File: src/rtl/raw_data_in_fifo.sv
// Show-ahead circular FIFO carrying {data, index, wstrb} with three lane pop inputs and sticky error flags.
// Optional feature: define RAW_DATA_IN_ZERO_STRB_DROP_EN to discard all-zero-strobe entries and count them on drop_count.
module raw_data_in_fifo #(
    parameter int unsigned DATA_W  = 128,
    parameter int unsigned INDEX_W = 8,
    parameter int unsigned WSTRB_W = 16,
    parameter int unsigned DEPTH   = 8
) (
    input  logic                       clk,
    input  logic                       reset,
    input  logic                       wr_valid,
    output logic                       wr_ready,
    input  logic [DATA_W-1:0]          wr_data,
    input  logic [INDEX_W-1:0]         wr_index,
    input  logic [WSTRB_W-1:0]         wr_wstrb,
    input  logic                       raw_data_in_fifo_pop,
    input  logic                       raw_data_in_index_pop,
    input  logic                       raw_data_in_wstrb_pop,
    output logic                       raw_data_in_fifo_empty,
    output logic [DATA_W-1:0]          raw_data_in_data,
    output logic [INDEX_W-1:0]         raw_data_in_index,
    output logic [WSTRB_W-1:0]         raw_data_in_wstrb,
    output logic [$clog2(DEPTH):0]     level,
    output logic                       err_underflow,
`ifdef RAW_DATA_IN_ZERO_STRB_DROP_EN
    output logic                       err_pop_mismatch,
    output logic [15:0]                drop_count
`else
    output logic                       err_pop_mismatch
`endif
);

    localparam int unsigned PTR_W   = $clog2(DEPTH);
    localparam int unsigned LVL_W   = PTR_W + 1;
    localparam int unsigned ENTRY_W = DATA_W + INDEX_W + WSTRB_W;

    logic [ENTRY_W-1:0] mem_q [DEPTH];

    logic [PTR_W-1:0] wr_ptr_q, wr_ptr_d;
    logic [PTR_W-1:0] rd_ptr_q, rd_ptr_d;
    logic [LVL_W-1:0] level_q, level_d;
    logic             wr_ready_q, wr_ready_d;
    logic             empty_q, empty_d;
    logic             err_uf_q, err_uf_d;
    logic             err_mm_q, err_mm_d;
    logic             push_hs;
    logic             store;
    logic             pop;
`ifdef RAW_DATA_IN_ZERO_STRB_DROP_EN
    logic [15:0]      drop_cnt_q, drop_cnt_d;
`endif

    // Handshake, storage decision and next-state for pointers, occupancy and flags
    always_comb begin
        wr_ptr_d   = wr_ptr_q;
        rd_ptr_d   = rd_ptr_q;
        level_d    = level_q;
        err_uf_d   = err_uf_q;
        err_mm_d   = err_mm_q;
        push_hs    = wr_valid & wr_ready_q;
`ifdef RAW_DATA_IN_ZERO_STRB_DROP_EN
        drop_cnt_d = drop_cnt_q;
        store      = push_hs & (wr_wstrb != '0);
        if (push_hs && (wr_wstrb == '0) && (drop_cnt_q != 16'hFFFF)) begin
            drop_cnt_d = drop_cnt_q + 16'd1;
        end
`else
        store      = push_hs;
`endif
        pop        = raw_data_in_fifo_pop & ~empty_q;

        if (store) begin
            wr_ptr_d = wr_ptr_q + PTR_W'(1);
        end
        if (pop) begin
            rd_ptr_d = rd_ptr_q + PTR_W'(1);
        end

        case ({store, pop})
            2'b10:   level_d = level_q + LVL_W'(1);
            2'b01:   level_d = level_q - LVL_W'(1);
            default: level_d = level_q;
        endcase

        wr_ready_d = (level_d != LVL_W'(DEPTH));
        empty_d    = (level_d == '0);

        if (raw_data_in_fifo_pop && empty_q) begin
            err_uf_d = 1'b1;
        end
        if ((raw_data_in_fifo_pop != raw_data_in_index_pop) ||
            (raw_data_in_fifo_pop != raw_data_in_wstrb_pop)) begin
            err_mm_d = 1'b1;
        end
    end

    // Control state; reset discards everything presented in the same cycle
    always_ff @(posedge clk) begin
        if (reset) begin
            wr_ptr_q   <= '0;
            rd_ptr_q   <= '0;
            level_q    <= '0;
            wr_ready_q <= 1'b1;
            empty_q    <= 1'b1;
            err_uf_q   <= 1'b0;
            err_mm_q   <= 1'b0;
`ifdef RAW_DATA_IN_ZERO_STRB_DROP_EN
            drop_cnt_q <= '0;
`endif
        end else begin
            wr_ptr_q   <= wr_ptr_d;
            rd_ptr_q   <= rd_ptr_d;
            level_q    <= level_d;
            wr_ready_q <= wr_ready_d;
            empty_q    <= empty_d;
            err_uf_q   <= err_uf_d;
            err_mm_q   <= err_mm_d;
`ifdef RAW_DATA_IN_ZERO_STRB_DROP_EN
            drop_cnt_q <= drop_cnt_d;
`endif
        end
    end

    // Entry storage is deliberately left unreset
    always_ff @(posedge clk) begin
        if (store && !reset) begin
            mem_q[wr_ptr_q] <= {wr_data, wr_index, wr_wstrb};
        end
    end

    assign wr_ready               = wr_ready_q;
    assign raw_data_in_fifo_empty = empty_q;
    assign level                  = level_q;
    assign err_underflow          = err_uf_q;
    assign err_pop_mismatch       = err_mm_q;
    assign {raw_data_in_data, raw_data_in_index, raw_data_in_wstrb} = mem_q[rd_ptr_q];
`ifdef RAW_DATA_IN_ZERO_STRB_DROP_EN
    assign drop_count             = drop_cnt_q;
`endif

endmodule

File: config.mk
export PLATFORM = sky130hd
export DESIGN_NAME = raw_data_in_fifo
export DESIGN_NICKNAME = d
export VERILOG_FILES = /design/src/rtl/raw_data_in_fifo.sv
export SDC_FILE = /design/constraint.sdc
export NUM_CORES = 1
export LEC_CHECK = 0
export ABC_AREA = 1
export BUFFER_PORTS_ARGS = -buffer_cell sky130_fd_sc_hd__buf_2
export CELL_PAD_IN_SITES_DETAIL_PLACEMENT = 0
export CELL_PAD_IN_SITES_GLOBAL_PLACEMENT = 2
export CORE_ASPECT_RATIO = 2
export CORE_UTILIZATION = 39
export CTS_BUF_LIST = sky130_fd_sc_hd__clkbuf_16
export DETAILED_ROUTE_END_ITERATION = 10
export HOLD_SLACK_MARGIN = 0.15
export PLACE_DENSITY_LB_ADDON = 0.3
export SETUP_SLACK_MARGIN = 0.4
export SYNTH_ARGS = -nofsm -noshare
export SYNTH_HDL_FRONTEND = slang
export SYNTH_SLANG_ARGS = --single-unit
File: constraint.sdc
create_clock -name clk -period 14.5 [get_ports clk]
set_input_delay 2.175 -clock clk [delete_from_list [all_inputs] [get_ports clk]]
set_output_delay 2.175 -clock clk [all_outputs]
set_load 0.01 [all_outputs]
## Word-level counts from Yosys, hierarchy flattened

Memory sizes are Yosys's and may differ from the RTL's. A register that Yosys moved wholly into a read port is not among the register bits.
Index checks and enable logic that the tools add are counted.

| storage, ports and cells | value |
|---|---|
| register bits | 14 |
| bits in writable memories | 1216 |
| bits of input ports | 158 |
| word-level logic and storage cells | 30 |
| memories | 1 |

| cells by class | value |
|---|---|
| add/sub/neg operators | 4 |
| eq/ne operators | 5 |
| muxes and demuxes | 5 |
| bitwise operators | 3 |
| reductions and logical operators | 5 |

Memory list:

| memory | words | width | read ports | clocked after memory_dff | wr ports | RTL line | RTL |
|---|---|---|---|---|---|---|---|
| mem_q | 8 | 152 | 1 | 1 | 1 | 37 | `logic [ENTRY_W-1:0] mem_q [DEPTH];` |

Operators with widths:

| operator | count |
|---|---|
| one-hot mux 4 bit (2 select lines) | 1 |
| adder 3 x 1 -> 3 bit (second input constant) | 2 |
| two-way mux 3 bit | 2 |
| adder 4 x 1 -> 4 bit (second input constant) | 1 |
| zero test 4 bit | 1 |
| inequality test 4 bit (second input constant) | 1 |
| subtractor 4 x 1 -> 4 bit (second input constant) | 1 |
| bitwise AND 1 bit | 2 |
| equality test 2 x 1 -> 1 bit (second input constant) | 1 |
| equality test 2 bit (second input constant) | 1 |
| logical AND 1 bit | 2 |
| two-way mux 1 bit | 2 |
| inequality test 1 bit | 2 |
| zero test 1 bit | 1 |
| logical OR 1 bit | 1 |
| NOT 1 bit | 1 |

## Longest topological paths before layout

| depth | value |
|---|---|
| depth in word-level cells | 5 |
| gate-level depth with buffers | 15 |
| depth with buffers taken out | 15 |

## Least setup slack after synthesis

Ideal clock, no wire load.

| timing path | value |
|---|---|
| kind | input to register |
| start | input port reset |
| end | memory mem_q[0][0] in the netlist's numbering, enable pin |
| library setup time | 0.851 ns |
| arrival | 12.812 ns |
| path slack | 0.837 ns |
| stages on the path | 4 |
| path through | clkbuf_1 nor2_1 inv_1 nor3_1 |

| on the way | value |
|---|---|
| longest elaborated chain between the ends | 4 |

Ends and longest elaborated chain:

| element | RTL line | RTL |
|---|---|---|
| start, declared | 10 | `input logic reset,` |
| zero test 1 bit | 126 | `if (store && !reset) begin` |
| logical AND 1 bit | 126 |  |
| two-way mux 1 bit | 126 |  |
| two-way mux 1 bit (implied by the code) | 127 | `mem_q[wr_ptr_q] <= {wr_data, wr_index, wr_wstrb};` |
| end, declared | 37 |  |

No other way between the ends.

==> flow_summary.yaml <==
detailed_routing:
  dr.pass1.iters: 4
  vias_per_cell: 5.31
  antenna_left: 0
  vias: 28866
  initialDrtViolationCount: 1672
  remaining_drc_errors: 0
  wirelength_um: 119000
  routedWlPerCell_um: 21.9
floorplanning:
  die_h_um: 497
  placement_rows: 181
  dieWidth_um: 250
  dieArea_um2: 124000
  ios: 318
  core_um2: 122000
  floorplan.initialDensity_pct: 39.3
logic_synthesis:
  ys_ff_latch: 1233
  yosys_warnings: 0
  syn_nets: 3709
  synthCells: 3546
  synth.avg_cell_area_um2: 13.5
  ys_types: 20
  syn-cell-area_um2: 47800
  yosysSeqAreaShare_pct: 77.1
placement:
  placed_area_um2: 50700
  dp_hpwl_um: 59800
  io_buffers: 317
  place.gp.congestion: 0.715
  dp_cells: 5224
  pre_cts_ws_ps: 8620
layout:
  area_growth_pct: 13.5
  instances_no_fill: 5432
  nFillCells: 11097
  drive_gt1_share_pct: 13.4
  final_cell_mix: "edfxtp_1 (1216), nor2_1 (926), nand2_1 (479)"
  final_nets: 3944
  layout_commonest_cell: "edfxtp_1"
  fin_area_um2: 54200
grt:
  grt_pass1_vias: 28800
  grt_pass1_wl_um: 180000
  antenna_found_initial: 32
  grt_max_degree: 189
  overflow: 0
  globalRouteTotalUtil_pct: 19.0
power:
  p_leak_nw: 18.5
  peakVddDrop_uv: 127
  p_clk_share_pct: 33.5
  switching_share_pct: 28.0
  intPower_w: 0.00617
  switching_power_w: 0.00240
  seq_power_share_pct: 48.0
  p_comb_share_pct: 18.5
  power_density_nw_per_um2: 158
setup_path:
  worstPathMaxFanout: 187
  path_class: "reg -> out"
  worst_r2r_endpoint: "mem_q[0][135]"
  crit_path_end_kind: "output pin"
  reg2reg_depth: 7
  rrSetupSlack_ps: 10690
  critPathLaunchType: "flip-flop"
  cp.required_ps: 12320
  crit_end: "raw_data_in_data[117]"
  critPathArrivalTime_ps: 4420
  r2r_start: "wr_ready"
cts:
  path_clk_slew_ps: 60
  cts_buffers: 110
  cts_tree: "yes"
  ctsHoldBuffers: 0
  post_cts_buffers: 0
  clockBufferDepth: 3
  clock-sinks: 1233
  cts_htree_levels: 3
  clk_latency_ps: 690
  post_cts_resized: 0
  cts_root_buf: "clkbuf_16"
timing:
  fin_ws_ps: 7910
  setup_viol: 0
  period_share_pct: 45.5
  max_freq_mhz: 152
  tns_ps: 0
  period_minus_slack_ps: 6590
  finalHoldViolCount: 0
  relSlewSlack_pct: 23.1
  drv_slew: 0
  worst_pin_slew_ps: 1150
  finalClockSkew_ps: 11.5
  rsz0062_at_grt: "no"
run_status:
  status: "completed"
job:
  drv_cap: 0
hold_path:
  hp-class: "reg -> reg"
[synth_stat cells]
master	n	area [um2]
nor2_1	930	3490
nor3b_1	1	7.51
inv_1	20	75.1
edfxtp_1	1216	36500
buf_1	7	26.3
buf_2	76	380
dfxtp_1	17	340
clkbuf_1	121	454
inv_2	2	7.51
nand3_1	6	30.0
o21ai_0	310	1550
buf_4	26	195
nand3b_1	1	7.51
nor3_1	6	30.0
a21oi_1	10	50.1
o32ai_1	304	2660
buf_6	7	78.8
xnor2_1	2	17.5
ha_1	5	62.6
nand2_1	479	1800
[worst max-delay path: stages, from the launching register on]
cell and delay, ps:
dfxtp_4 510, inv_8 580, buf_4 820, buf_12 600
nor2_1 70, o32ai_1 270, nand2_1 110, nand2_1 140
buf_2 140
[flip-flops by register name (all words and copies together) (netlist names), named ones only]
register / flops
err_pop_mismatch: 1
err_underflow: 1
level: 4
mem_q: 1216
raw_data_in_fifo_empty: 1
rd_ptr_q: 3
wr_ptr_q: 3
wr_ready: 1
[layout make-up]
type	instances	area (um2)	share of cell area (%)
Antenna cell	8	20.0	0.0369
Clock buffer	114	2850	5.26
Clock inverter	86	682	1.26
Inverter	22	95.1	0.175
Multi-Input combinational cell	2054	9760	18.0
Sequential cell	1233	36900	68.0
Tap cell	1555	1950	3.59
Timing Repair Buffer	360	2010	3.71
[worst min path at each step]
stage	startpoint	slack [ps]	to	cells after the start
detailed placement	rd_ptr_q[2]	450	flip-flop	2
finish	rd_ptr_q[2]	460	flip-flop	2
global placement	rd_ptr_q[2]	440	flip-flop	2
global route	rd_ptr_q[2]	490	flip-flop	2
floorplan	rd_ptr_q[2]	430	flip-flop	2
CTS	rd_ptr_q[2]	460	flip-flop	2
[layer usage]
layer  vias up  share of wire (%)  track usage (%)  routed length [um]
met5         -               0.20                0                 234
met2       609                 50             32.5               59100
met1     14567                 43             24.5               50800
met3       171                5.4             3.93                6400
li1      13479                  -                -                   -
met4        40                1.9             5.09                2210
[cell families after synthesis]
kind of cell,Yosys count,synth area share (%)
flip-flops,1233,77.1
adder cells (fa/ha/maj),5,0.131
AND/OR/NAND/NOR,1423,11.2
buffers and inverters,259,2.55
XOR/XNOR,2,0.0367
AO/OA/AOI/OAI,624,8.92
[power by group through the flow]
stage	sequential (W)	clock (W)	combinational, W
after floorplan	0.00420	0	0.00105
after global placement	0.00419	0	0.00162
after detailed placement	0.00419	0	0.00162
after CTS	0.00411	0.00295	0.00163
after global routing	0.00412	0.00307	0.00178
final	0.00411	0.00287	0.00159
[stage by stage]
step                      hold WS, ps  util, %  total power (W)
final                             457     44.6          0.00857
after detailed placement          450     41.7          0.00581
after floorplan                   433        -          0.00525
after global placement            442     41.7          0.00581
after global routing              487     44.6          0.00897
after CTS                         460     44.6          0.00869
No activity file was read; power rests on OpenSTA's default activity.
